[config.mk]
export PLATFORM = sky130hd
export DESIGN_NAME = warp_dispatcher_flat
export DESIGN_NICKNAME = d
export VERILOG_FILES = /design/src/rtl/gpu_pkg.sv /design/src/rtl/warp_dispatcher_if.sv /design/src/rtl/instr_decode.sv /design/src/rtl/warp_dispatcher.sv /design/src/flat_wrapper.sv
export SDC_FILE = /design/constraint.sdc
export NUM_CORES = 1
export LEC_CHECK = 0
export ABC_AREA = 1
export BUFFER_PORTS_ARGS = -buffer_cell sky130_fd_sc_hd__buf_4
export CAP_MARGIN = 20
export CORE_ASPECT_RATIO = 0.9
export CORE_MARGIN = 5
export CORE_UTILIZATION = 51
export DETAILED_ROUTE_END_ITERATION = 8
export GPL_TIMING_DRIVEN = 0
export PLACE_DENSITY = 0.81
export SETUP_SLACK_MARGIN = 0.02
export SYNTH_ARGS = -nofsm -noshare
export SYNTH_HDL_FRONTEND = slang
export SYNTH_SLANG_ARGS = --single-unit
[constraint.sdc]
create_clock -name clk -period 2.9 [get_ports clk]
set_input_delay 0.725 -clock clk [delete_from_list [all_inputs] [get_ports clk]]
set_output_delay 0.725 -clock clk [all_outputs]
set_load 0.02 [all_outputs]
[src/rtl/gpu_pkg.sv]
// Shared GPU dispatch types: opcode encoding, instruction-word field layout, decoded instruction.
// Pure declarations; no timing or backpressure.
package gpu_pkg;

  typedef enum logic [2:0] {
    NOP  = 3'b000,
    SUB  = 3'b001,
    MUL  = 3'b010,
    ADD  = 3'b011,
    FADD = 3'b100,
    FSUB = 3'b101,
    INIT = 3'b110,
    END  = 3'b111
  } opcode_e;

  localparam int INSTR_W   = 32;
  localparam int TYPE_LSB  = 29;
  localparam int TYPE_W    = 3;
  localparam int DEST_LSB  = 24;
  localparam int RS1_LSB   = 19;
  localparam int RS2_LSB   = 14;
  localparam int REG_W     = 5;
  localparam int SHAMT_LSB = 8;
  localparam int SHAMT_W   = 6;

  typedef struct packed {
    opcode_e            op;
    logic [REG_W-1:0]   dest_reg;
    logic [REG_W-1:0]   regnum_1;
    logic [REG_W-1:0]   regnum_2;
    logic [SHAMT_W-1:0] shammt;
  } instr_t;

endpackage

[src/rtl/warp_dispatcher_if.sv]
// Dispatcher-facing bus: instruction-memory request/response plus per-lane broadcast and completion.
// Fetch has no request backpressure; the dispatcher waits indefinitely for the response strobe.
interface warp_dispatcher_if #(
  parameter int NUM_THREADS = 4,
  parameter int PC_W        = 8
) ();

  logic                   imem_req_valid;
  logic [PC_W-1:0]        imem_addr;
  logic                   imem_resp_valid;
  logic [31:0]            imem_resp_data;

  logic [2:0]             type_instruction;
  logic [4:0]             regnum_1;
  logic [4:0]             regnum_2;
  logic [4:0]             dest_reg;
  logic [5:0]             shammt;
  logic [NUM_THREADS-1:0] is_active;
  logic [NUM_THREADS-1:0] thread_complete;

  modport master (
    output imem_req_valid, imem_addr,
    input  imem_resp_valid, imem_resp_data,
    output type_instruction, regnum_1, regnum_2, dest_reg, shammt, is_active,
    input  thread_complete
  );

  modport slave (
    input  imem_req_valid, imem_addr,
    output imem_resp_valid, imem_resp_data,
    input  type_instruction, regnum_1, regnum_2, dest_reg, shammt, is_active,
    output thread_complete
  );

endinterface

[src/rtl/instr_decode.sv]
// Splits a 32-bit instruction word into its decoded fields; purely combinational, zero latency.
// No flow control.
module instr_decode
  import gpu_pkg::*;
(
  input  logic [INSTR_W-1:0] word,
  output instr_t             dec
);

  // Low byte carries no architectural meaning.
  logic unused_low;
  assign unused_low = ^word[SHAMT_LSB-1:0];

  always_comb begin
    dec.op       = opcode_e'(word[TYPE_LSB +: TYPE_W]);
    dec.dest_reg = word[DEST_LSB +: REG_W];
    dec.regnum_1 = word[RS1_LSB +: REG_W];
    dec.regnum_2 = word[RS2_LSB +: REG_W];
    dec.shammt   = word[SHAMT_LSB +: SHAMT_W];
  end

endmodule

[src/rtl/warp_dispatcher.sv]
// Fetches a program from base_pc and broadcasts each decoded instruction to all active lanes until END, then drains.
// 3+ cycles per instruction (fetch, wait, issue); stalls unbounded on imem response, drain bounded by DRAIN_TIMEOUT.
module warp_dispatcher
  import gpu_pkg::*;
#(
  parameter int NUM_THREADS   = 4,
  parameter int PC_W          = 8,
  parameter int DRAIN_TIMEOUT = 15
) (
  input  logic                   clk,
  input  logic                   rst,
  input  logic                   start,
  input  logic [PC_W-1:0]        base_pc,
  input  logic [NUM_THREADS-1:0] thread_mask,
  warp_dispatcher_if.master      bus,
  output logic                   busy,
  output logic                   done,
  output logic                   timeout_err,
  output logic [15:0]            instr_count
);

  typedef enum logic [2:0] {
    IDLE,
    FETCH,
    WAIT_RESP,
    ISSUE,
    DRAIN,
    FINISH
  } state_e;

  localparam int CNT_W = (DRAIN_TIMEOUT > 1) ? $clog2(DRAIN_TIMEOUT) : 1;
  localparam logic [CNT_W-1:0] CNT_LAST = CNT_W'(DRAIN_TIMEOUT - 1);

  state_e                 state;
  state_e                 state_next;
  logic [PC_W-1:0]        pc;
  logic [NUM_THREADS-1:0] mask;
  logic [INSTR_W-1:0]     instr_q;
  logic [CNT_W-1:0]       drain_cnt;
  instr_t                 dec;
  logic                   all_complete;
  logic                   is_end;

  instr_decode u_decode (
    .word (instr_q),
    .dec  (dec)
  );

  assign all_complete = &bus.thread_complete;
  assign is_end       = (dec.op == END);

  always_ff @(posedge clk or posedge rst) begin
    if (rst) state <= IDLE;
    else     state <= state_next;
  end

  always_comb begin
    state_next           = state;
    bus.imem_req_valid   = 1'b0;
    bus.imem_addr        = '0;
    bus.type_instruction = NOP;
    bus.dest_reg         = '0;
    bus.regnum_1         = '0;
    bus.regnum_2         = '0;
    bus.shammt           = '0;
    bus.is_active        = '0;
    busy                 = (state != IDLE);
    done                 = 1'b0;

    if (state != IDLE && state != FINISH) bus.is_active = mask;

    case (state)
      IDLE: begin
        if (start) state_next = FETCH;
      end
      FETCH: begin
        bus.imem_req_valid = 1'b1;
        bus.imem_addr      = pc;
        state_next         = WAIT_RESP;
      end
      WAIT_RESP: begin
        if (bus.imem_resp_valid) state_next = ISSUE;
      end
      ISSUE: begin
        bus.type_instruction = dec.op;
        bus.dest_reg         = dec.dest_reg;
        bus.regnum_1         = dec.regnum_1;
        bus.regnum_2         = dec.regnum_2;
        bus.shammt           = dec.shammt;
        state_next           = is_end ? DRAIN : FETCH;
      end
      DRAIN: begin
        if (all_complete || drain_cnt == CNT_LAST) state_next = FINISH;
      end
      FINISH: begin
        done       = 1'b1;
        state_next = IDLE;
      end
      default: state_next = IDLE;
    endcase
  end

  always_ff @(posedge clk or posedge rst) begin
    if (rst) begin
      pc          <= '0;
      mask        <= '0;
      instr_q     <= '0;
      drain_cnt   <= '0;
      instr_count <= '0;
      timeout_err <= 1'b0;
    end else begin
      case (state)
        IDLE: begin
          if (start) begin
            pc          <= base_pc;
            mask        <= thread_mask;
            instr_count <= '0;
            timeout_err <= 1'b0;
          end
        end
        WAIT_RESP: begin
          if (bus.imem_resp_valid) instr_q <= bus.imem_resp_data;
        end
        ISSUE: begin
          if (instr_count != 16'hFFFF) instr_count <= instr_count + 16'd1;
          if (!is_end) pc <= pc + PC_W'(1);
          drain_cnt <= '0;
        end
        DRAIN: begin
          // Completion wins over timeout when both land on the last drain cycle.
          if (!all_complete) begin
            if (drain_cnt == CNT_LAST) timeout_err <= 1'b1;
            else                       drain_cnt   <= drain_cnt + CNT_W'(1);
          end
        end
        default: ;
      endcase
    end
  end

endmodule

[src/flat_wrapper.sv]
// flat-port wrapper written by rule: the top's interface ports become plain ports
module warp_dispatcher_flat import gpu_pkg::*;
#(
  parameter int NUM_THREADS   = 4,
  parameter int PC_W          = 8,
  parameter int DRAIN_TIMEOUT = 15
)
  (clk, rst, start, base_pc, thread_mask, busy, done, timeout_err, instr_count, bus_imem_req_valid, bus_imem_addr, bus_imem_resp_valid, bus_imem_resp_data, bus_type_instruction, bus_regnum_1, bus_regnum_2, bus_dest_reg, bus_shammt, bus_is_active, bus_thread_complete);
  warp_dispatcher_if #(.NUM_THREADS(NUM_THREADS), .PC_W(PC_W)) bus_i ();
  input  logic clk;
  input  logic rst;
  input  logic start;
  input  logic [PC_W-1:0] base_pc;
  input  logic [NUM_THREADS-1:0] thread_mask;
  output logic busy;
  output logic done;
  output logic timeout_err;
  output logic [15:0] instr_count;
  output wire logic [$bits(bus_i.imem_req_valid)-1:0] bus_imem_req_valid;
  output wire logic [$bits(bus_i.imem_addr)-1:0] bus_imem_addr;
  input wire logic [$bits(bus_i.imem_resp_valid)-1:0] bus_imem_resp_valid;
  input wire logic [$bits(bus_i.imem_resp_data)-1:0] bus_imem_resp_data;
  output wire logic [$bits(bus_i.type_instruction)-1:0] bus_type_instruction;
  output wire logic [$bits(bus_i.regnum_1)-1:0] bus_regnum_1;
  output wire logic [$bits(bus_i.regnum_2)-1:0] bus_regnum_2;
  output wire logic [$bits(bus_i.dest_reg)-1:0] bus_dest_reg;
  output wire logic [$bits(bus_i.shammt)-1:0] bus_shammt;
  output wire logic [$bits(bus_i.is_active)-1:0] bus_is_active;
  input wire logic [$bits(bus_i.thread_complete)-1:0] bus_thread_complete;
  assign bus_imem_req_valid = bus_i.imem_req_valid;
  assign bus_imem_addr = bus_i.imem_addr;
  assign bus_i.imem_resp_valid = bus_imem_resp_valid;
  assign bus_i.imem_resp_data = bus_imem_resp_data;
  assign bus_type_instruction = bus_i.type_instruction;
  assign bus_regnum_1 = bus_i.regnum_1;
  assign bus_regnum_2 = bus_i.regnum_2;
  assign bus_dest_reg = bus_i.dest_reg;
  assign bus_shammt = bus_i.shammt;
  assign bus_is_active = bus_i.is_active;
  assign bus_i.thread_complete = bus_thread_complete;
  warp_dispatcher #(.NUM_THREADS(NUM_THREADS), .PC_W(PC_W), .DRAIN_TIMEOUT(DRAIN_TIMEOUT)) u_core (.clk(clk), .rst(rst), .start(start), .base_pc(base_pc), .thread_mask(thread_mask), .bus(bus_i), .busy(busy), .done(done), .timeout_err(timeout_err), .instr_count(instr_count));
endmodule
After elaboration in Yosys (flattened, before gate mapping)
Cells that the tools add are included.
{"block": "op_classes", "addsub": 3, "n_mul": 0, "div": 0, "n_lt_le_gt_ge": 0, "n_eq_ne": 17, "shifts": 0, "mux": 27, "n_bitwise": 0, "reduce_logical": 15}
{"op": "2-to-1 mux 16 bit", "n": 2}
{"op": "one-hot mux 16 bit (2 select lines)", "n": 1}
{"op": "2-to-1 mux 8 bit", "n": 3}
{"op": "adder 16 x 1 -> 16 bit, second input constant", "n": 1}
{"op": "!= test 16 bit, second input constant", "n": 1}
{"op": "one-hot mux 8 bit (2 select lines)", "n": 1}
{"op": "2-to-1 mux 3 bit", "n": 5}
{"op": "2-to-1 mux 5 bit", "n": 3}
{"op": "one-hot mux 3 bit (5 select lines)", "n": 1}
{"op": "2-to-1 mux 4 bit", "n": 3}
{"op": "AND reduction 3 bit", "n": 4}
{"op": "!= test 2 bit, second input constant", "n": 5}
{"op": "equality test 3 bit, second input constant", "n": 3}
{"op": "adder 8 x 1 -> 8 bit, second input constant", "n": 1}
{"op": "one-hot mux 4 bit (2 select lines)", "n": 1}
{"op": "AND reduction 4 bit", "n": 2}
{"op": "equality test 3 x 2 -> 1 bit, second input constant", "n": 2}
{"op": "2-to-1 mux 6 bit", "n": 1}
{"op": "!= test 2 x 1 -> 1 bit, second input constant", "n": 3}
{"op": "nonzero test 2 bit", "n": 3}
{"op": "2-to-1 mux 1 bit", "n": 5}
{"op": "adder 4 x 1 -> 4 bit, second input constant", "n": 1}
{"op": "equality test 4 bit, second input constant", "n": 1}
{"op": "AND reduction 2 bit", "n": 2}
{"op": "7 further kinds", "n": 7}
{"block": "word_totals", "register_bits": 68, "latchBits": 0, "ram_bits": 0, "romBits": 0, "input_bits": 52, "out_inout_bits": 56, "memories": 0}

Longest topological paths before layout
Gate-level depths: netlist of the first run.
{"block": "depth", "depth_word": 4, "ltp_mapped": 9, "depth_no_buf": 9}

Cells and area by module
A second synthesis of the first run with hierarchy kept.
{"block": "unflattened", "cells_unflattened": 482, "area_unflattened_um2": 3788.6}
{"mod": "warp_dispatcher", "n_inst": 1, "cells_per_inst": 458, "area_per_inst_um2": 3608.5}
{"mod": "instr_decode", "n_inst": 1, "cells_per_inst": 24, "area_per_inst_um2": 180.2}

Least setup slack after synthesis of the first run
No wires, ideal clock.
{"block": "synth_path", "kind": "register to output", "start": "reg u_core.state[1]", "end": "out bus_imem_addr[0]", "arrival_ps": 1454, "required_ps": 2175, "setup_slack_ps": 721, "stages_incl_launch_ff": 6, "cell_sequence": "dfrtp_1 > inv_1 > nand2_1 > nor2_1 > clkinv_1 > nor2_1"}
{"block": "synth_via", "elab_chain_cells": 2}
{"item": "start, declared", "line_no": "warp_dispatcher.sv:34", "text": "state_e state;"}
{"item": "start signal, assigned", "line_no": "warp_dispatcher.sv:54", "text": "else state <= state_next;"}
{"item": "equality test 3 x 1 -> 1 bit", "line_no": "warp_dispatcher.sv:72", "text": "case (state)"}
{"item": "2-to-1 mux 8 bit", "line_no": "warp_dispatcher.sv:72"}
{"item": "end, declared", "line_no": "flat_wrapper.sv:20", "text": "output wire logic [$bits(bus_i.imem_addr)-1:0] bus_imem_addr;"}
No other way between the ends.

Final worst setup path of the first run
{"block": "layout_path", "start": "reg u_core.state[2]", "end": "out bus_dest_reg[0]"}
{"block": "layout_via", "elab_chain_cells": 2}
{"item": "equality test 3 x 2 -> 1 bit", "line_no": "warp_dispatcher.sv:72"}
{"item": "2-to-1 mux 5 bit", "line_no": "warp_dispatcher.sv:72"}
{"item": "end, declared", "line_no": "flat_wrapper.sv:26", "text": "output wire logic [$bits(bus_i.dest_reg)-1:0] bus_dest_reg;"}
No other way between the ends.

==> results of run 1 <==
## cell usage after synthesis
cell type  count
nand2_1      113
nand4_1        7
o21bai_1       2
xnor2_1        4
or2_2          1
buf_8          1
inv_2          4
nand3_2        1
clkinv_1       1
o21ai_4        1
nor3_1         2
nor2_8         1
o21ai_0       17
nor2_1        91
nor2_2         2
a21oi_1       24
ha_1           4
o21ai_1        4
xor2_1         4
inv_1         56
clkbuf_1       2
nand3_4        1
buf_2          8
nand2_2       16
dfrtp_1       60
nand3_1       24
nor2_4         1
## logic make-up after synthesis
family,count (synthesis),share of synthesized area
DFF,60,0.457
and+or+nand+nor,260,0.340
adders and majority gates,4,0.0152
AOI/OAI and AO/OA,48,0.0780
buffers and inverters,72,0.0887
xor gates and xnor gates,8,0.0213
## worst paths after layout
path | start | to | slack, ps
setup / recovery | u_core.state[2] | bus_dest_reg[0] | 190
min in group clk | u_core.timeout_err | u_core.timeout_err | 500
hold reg to reg | u_core.timeout_err | u_core.timeout_err | 500
setup reg to reg | u_core.instr_count[1] | u_core.instr_count[3] | 1260
max in group asynchronous | rst | u_core.instr_q[19] | 1930
hold / removal | rst | u_core.pc[4] | 410
## layout by cell type, fill, tap and decap left out, types with 4 or more instances in the layout
cell type | synthesis | routed
nor2_1 | 91 | 91
o21ai_0 | 17 | 17
nand2_2 | 16 | 16
a21oi_1 | 24 | 24
dfrtp_1 | 60 | 60
buf_2 | 8 | 8
buf_4 | 0 | 99
nand2_1 | 113 | 113
inv_2 | 4 | 5
inv_1 | 56 | 55
clkbuf_8 | 0 | 10
nand3_1 | 24 | 24
xor2_1 | 4 | 4
o21ai_1 | 4 | 4
nand4_1 | 7 | 7
bufinv_16 | 0 | 4
xnor2_1 | 4 | 4
ha_1 | 4 | 4
## metrics by stage
| stage | hold WS [ps] | cell area, um2 | setup TNS (ps) |
|---|---|---|---|
| after floorplan | 464 | 3290 | 0 |
| after global placement | 474 | 4140 | -4740 |
| after detailed placement | 491 | 4160 | 0 |
| after CTS | 407 | 4430 | 0 |
| after global routing | 427 | 4430 | 0 |
| final | 405 | 4430 | 0 |
## per-layer routing
layer  global-route usage  share of wire  vias up
met2                0.365           0.48      120
met3               0.0772          0.078       12
met4               0.0511          0.012        0
li1                     -              -     1613
met5                    0              0        -
met1                0.248           0.43     1486
## critical path: cells and delay by family, from the launching register on
family,cells,cell delay (ps)
simple gates,3,450
buf+inv,5,840
flops,1,370
## sequential cells by signal (all words and copies together), names as in the netlist
signal	flops
u_core.instr_count	16
u_core.mask	4
u_core.timeout_err	1
u_core.instr_q	24
u_core.state	3
u_core.pc	8
u_core.drain_cnt	4
## power by group
| part | internal (uW) | leakage, uW | switching [uW] |
|---|---|---|---|
| logic | 668 | 0.00158 | 1200 |
| clock network | 681 | 0.000129 | 339 |
| registers | 1110 | 0.000733 | 151 |
| total | 2460 | 0.00244 | 1690 |
## cell type report
cell class	instances	share of cell area
clock buffer	10	0.0311
clock inverter	6	0.0305
timing repair buffer	100	0.172
buffer	11	0.0141
tap	87	0.0246
sequential	60	0.339
multi-input combinational	320	0.337
inverter	61	0.0517
==> run_results.csv, run 1 <==
group,metric,value,unit
worst_setup_path,critPathCaptureType,"output pin",
synthesis,yosys-top-cells-area,"dfrtp_1, nand2_1, nor2_1",
global_routing,grt_max_degree,42,
synthesis,syn_nets,508,
layout,fin_cells,655,
timing,period_share,0.935,
synthesis,yosys.area.top_type,"dfrtp_1",
global_routing,grt_pass1_vias,3282,
routing,drt_iter0_drc,142,
synthesis,syn-instance-count,452,
cts,cts_inserted_buffers,9,
floorplanning,die_area,8150,um2
layout,seqCellArea,1500,um2
layout,diodes,0,
timing,tightest_slew,528,ps
timing,clock.fmax,369,MHz
timing,final.setup.worst_slack,189,ps
power_and_ir_drop,finalPower,4150,uW
cts,clkTransAtPathRegs,70,ps
placed_design,gp_congestion,0.855,
routing,wl_per_cell,12.6,um
timing,layout_min_cycle_time,2710,ps
layout,nFillCells,503,
run_status,status,"finished, final reports clean",
worst_setup_path,cp-start-kind,"flop",
layout,drive_above_1_share,0.271,
floorplanning,coreArea,6180,um2
worst_setup_path,critPathMostFrequentCell,"buf_2",
routing,dr.pass1.iters,5,
timing,skew,10.2,ps
worst_setup_path,worstPathRequired,2170,ps
flow_run,drv_cap,0,
worst_setup_path,worst_r2r_path_depth,8,
worst_setup_path,criticalPathCategory,"flop to output pin",
synthesis,syn-mean-instance-area,7.27,um2
power_and_ir_drop,ir_drop,656,uV
synthesis,synth-seq-cells,60,
routing,drtAntennaViolNets,0,
floorplanning,die_h,86.2,um
placed_design,dp_slack,538,ps
floorplanning,fp-row-count,27,
timing,maxSlewHeadroom,0.644,
worst_setup_path,critPathMaxStageDelay,370,ps
cts,post_cts_resized,0,
cts,cts_tree,"yes",
layout,fin_nets,619,
global_routing,antenna_found_initial,0,
cts,clk_path_buf_depth,2,
cts,clk_latency,340,ps
cts,ctsRootBufferMaster,"clkbuf_8",
routing,wirelength,8240,um
worst_setup_path,crit_chain,"inv_2 > nand2_2 > inv_1 > nand2_1 > buf_2 > buf_2 > nor2_1 > buf_4",
layout,multi_input_area,1490,um2
worst_setup_path,cp.arrival,1990,ps
layout,syn2layout_area_growth,34.8,%
global_routing,grt_pass1_wl,13900,um
min_path,hold_class,"input pin to asynchronous set/reset pin",
global_routing,grt_usage,0.211,
placed_design,placed_cells,639,
cts,post-cts-setup-buffers,0,
placed_design,io_buffers,99,
cts,hold_buffers,0,
timing,hold_violations,0,
floorplanning,start_util,0.532,
power_and_ir_drop,p_leak,0.00244,uW
routing,drt-vias-per-instance,4.93,
worst_setup_path,worstPathMaxFanout,10,
timing,rsz0062_at_grt,"no",
floorplanning,io_pins,108,
synthesis,synth_area,3290,um2
cts,htreeDepth,3,
synthesis,ys_types,27,
floorplanning,die_w,94.6,um
routing,vias,3231,
synthesis,yosys.area.top_type_share,0.457,
worst_setup_path,slowest_stage,"dfrtp_1",
synthesis,ys_warn_count,0,
timing,setup_viol,0,
placed_design,dp_hpwl,6200,um
synthesis,ys_seq_area_frac,0.457,
global_routing,gr-total-overflow,0,
layout,final_util,0.717,
timing,drv_slew,0,
cts,cts.sinks,60,
routing,drc_errors,0,
power_and_ir_drop,power_density,937,nW/um2
Power figures use the tool's default switching activity.
==> run 2, diff against run 1 <==
- ABC_AREA: 1 -> not set
- CORE_UTILIZATION: 51 -> 50
- SETUP_SLACK_MARGIN: 0.02 -> not set
==> run 2 against run 1 <==
- critical path depth fell by 2
- hold slack improved by 41 ps
- first-iteration DRC count rose by 1.4%
- die area fell by 1.4%
- final cell count fell by 23%
- clock-buffer cell count rose by 3
- non-clock buffer count rose by 4
- synthesized cell count fell by 33%
- setup slack got worse by 68 ps
- sequential cell count did not move
==> run_results.csv, run 2 <==
group,metric,value,unit
worst_setup_path,crit_chain,"and3b_2 > clkbuf_1 > buf_2 > clkbuf_2 > and2_1 > buf_4",
synthesis,synth_commonest_cells,"dfrtp_1, and2_1, mux2_2",
floorplanning,die_w,94.0,um
cts,cts_tree,"yes",
worst_setup_path,cp-start-kind,"flop",
timing,layout_min_cycle_time,2780,ps
timing,period_share,0.958,
layout,drive_above_1_share,0.386,
global_routing,grt_usage,0.218,
synthesis,synth-seq-cells,60,
worst_setup_path,cp.arrival,2050,ps
power_and_ir_drop,power_density,993,nW/um2
placed_design,gp_congestion,0.868,
synthesis,ys_types,59,
cts,cts.sinks,60,
floorplanning,fp-row-count,27,
synthesis,yosys.area.top_type_share,0.473,
placed_design,placed_cells,492,
placed_design,io_buffers,99,
layout,nFillCells,497,
synthesis,async_flop_share,1.00,
layout,reg_top3,"u_core.instr_q (24), u_core.instr_count (16), u_core.pc (8)",
cts,hold_buffers,0,
cts,htreeDepth,3,
worst_setup_path,worst-path-buf-inv,4,
floorplanning,coreArea,6150,um2
global_routing,grt_max_degree,37,
routing,drc_errors,0,
floorplanning,die_h,85.6,um
routing,wirelength,8130,um
cts,clk_latency,340,ps
synthesis,synth_edf_count,0,
routing,drtAntennaViolNets,0,
layout,diodes,0,
synthesis,yosysMostFrequentCell,"dfrtp_1",
layout,layout_commonest_cell,"buf_4",
routing,drt-vias-per-instance,5.65,
worst_setup_path,critPathMaxStageDelay,420,ps
worst_setup_path,worstPathMaxFanout,10,
worst_setup_path,reg2reg_slack,660,ps
timing,fin_hold_ws,446,ps
cts,clkTransAtPathRegs,70,ps
synthesis,yosys-top-cells-area,"dfrtp_1, mux2_2, and2_1",
floorplanning,io_pins,108,
floorplanning,start_util,0.516,
layout,fin_cells,507,
run_status,status,"finished, final reports clean",
worst_setup_path,slowest_stage,"dfrtp_1",
global_routing,grt_pass1_wl,13800,um
global_routing,gr-total-overflow,0,
timing,setup_viol,0,
worst_setup_path,criticalPathCategory,"flop to output pin",
cts,post-cts-setup-buffers,0,
layout,seqCellArea,1500,um2
synthesis,syn-mean-instance-area,10.4,um2
synthesis,yosys.area.top_type,"dfrtp_1",
power_and_ir_drop,ir_drop,530,uV
layout,most-common-layout-cells,"buf_4, dfrtp_1, and2_1, mux2_2, nand2_1",
layout,largest_reg_flops,24,
synthesis,syn_nets,361,
timing,tightest_slew,774,ps
placed_design,dp_hpwl,5980,um
global_routing,antenna_found_initial,0,
synthesis,syn-instance-count,305,
synthesis,ys.flop_type,"dfrtp_1",
routing,wl_per_cell,16.0,um
routing,drt_iter0_drc,144,
timing,hold_violations,0,
timing,maxSlewHeadroom,0.483,
global_routing,grt_pass1_vias,2947,
timing,drv_slew,0,
timing,skew,4.98,ps
cts,ctsRootBufferMaster,"clkbuf_8",
worst_setup_path,critPathCaptureType,"output pin",
synthesis,ys_seq_area_frac,0.473,
cts,clk_path_buf_depth,2,
synthesis,ys_warn_count,0,
power_and_ir_drop,p_leak,0.00198,uW
layout,syn2layout_area_growth,33.1,%
routing,vias,2867,
floorplanning,die_area,8040,um2
timing,clock.fmax,360,MHz
cts,cts_inserted_buffers,9,
worst_setup_path,crit_family,"buffers and inverters",
layout,top_register,"u_core.instr_q",
flow_run,drv_cap,0,
layout,fin_nets,472,
routing,dr.pass1.iters,4,
synthesis,synth_area,3170,um2
layout,multi_input_area,1570,um2
min_path,hold_class,"input pin to asynchronous set/reset pin",
worst_setup_path,worstPathRequired,2170,ps
timing,rsz0062_at_grt,"no",
run 2: changes by cell type after synthesis, moves of 7 or more:
cell / delta
nand2_1: -94
nor2_1: -76
inv_1: -47
and2_1: +36
mux2_2: +28
nand2_2: -16
a21oi_1: -15
nand3_1: -11
nor3_1: +7
run 2: path summary, 6_finish.rpt:
check                                 startpoint                endpoint  depth (start not counted)
max                              u_core.state[2]         bus_regnum_2[4]                          6
min                                          rst      u_core.instr_q[16]                          2
max reg2reg                u_core.instr_count[0]  u_core.instr_count[10]                          6
min reg2reg                       u_core.mask[0]          u_core.mask[0]                          1
max in group asynchronous                    rst      u_core.instr_q[31]                          3
min in group clk                  u_core.mask[0]          u_core.mask[0]                          1
run 2: cell families after synthesis:
logic type               after synthesis  share of synthesized area
AND/OR/NAND/NOR                      125                      0.226
adder cells (fa/ha/maj)                4                     0.0158
buffers and inverters                 24                     0.0351
flip-flops                            60                      0.473
multiplexers                          31                      0.109
XOR/XNOR                               3                    0.00828
AO/OA/AOI/OAI                         58                      0.133
run 2: per-stage QoR:
step / power [uW] / instance area, um2 / TNS, ps / utilization / worst slack [ps]
floorplan: 2770 / 3170 / 0 / - / 428
global placement: 3450 / 4030 / -5960 / 0.655 / -103
detailed placement: 3560 / 4050 / 0 / 0.658 / 316
CTS: 4230 / 4220 / 0 / 0.686 / 28.1
global route: 4520 / 4220 / 0 / 0.687 / 20.4
finish: 4190 / 4220 / 0 / 0.687 / 121
run 2: report_power, final:
group	total, uW	switching [uW]	internal (uW)
Sequential	1430	260	1170
Clock	661	311	350
Combinational	2100	1140	960
Total	4190	1710	2480
run 2: worst register-to-register path, stage by stage (launching register included):
cell and delay (ps):
dfrtp_1 450, ha_1 230, nand3_1 120, buf_2 200
or4_1 640, and4_1 240, a221o_1 250
run 2: repair_timing:
action / in CTS / in global routing
cloned: 0 / 0
endpoints found under the setup margin: 17 / 9
resized for setup: 3 / 1
run 2: layer usage:
layer,vias up,global-route usage,share of wire
met5,-,0,0
met4,0,0.0696,0.0095
met3,8,0.0886,0.094
met2,124,0.368,0.49
met1,1390,0.252,0.40
li1,1345,-,-
run 2: cell type report:
cell class / instances / share of cell area
clock buffer: 13 / 0.0376
multi-input combinational: 221 / 0.371
clock inverter: 2 / 0.00237
timing repair buffer: 100 / 0.181
buffer: 15 / 0.0193
inverter: 9 / 0.00800
tap: 87 / 0.0258
sequential: 60 / 0.356
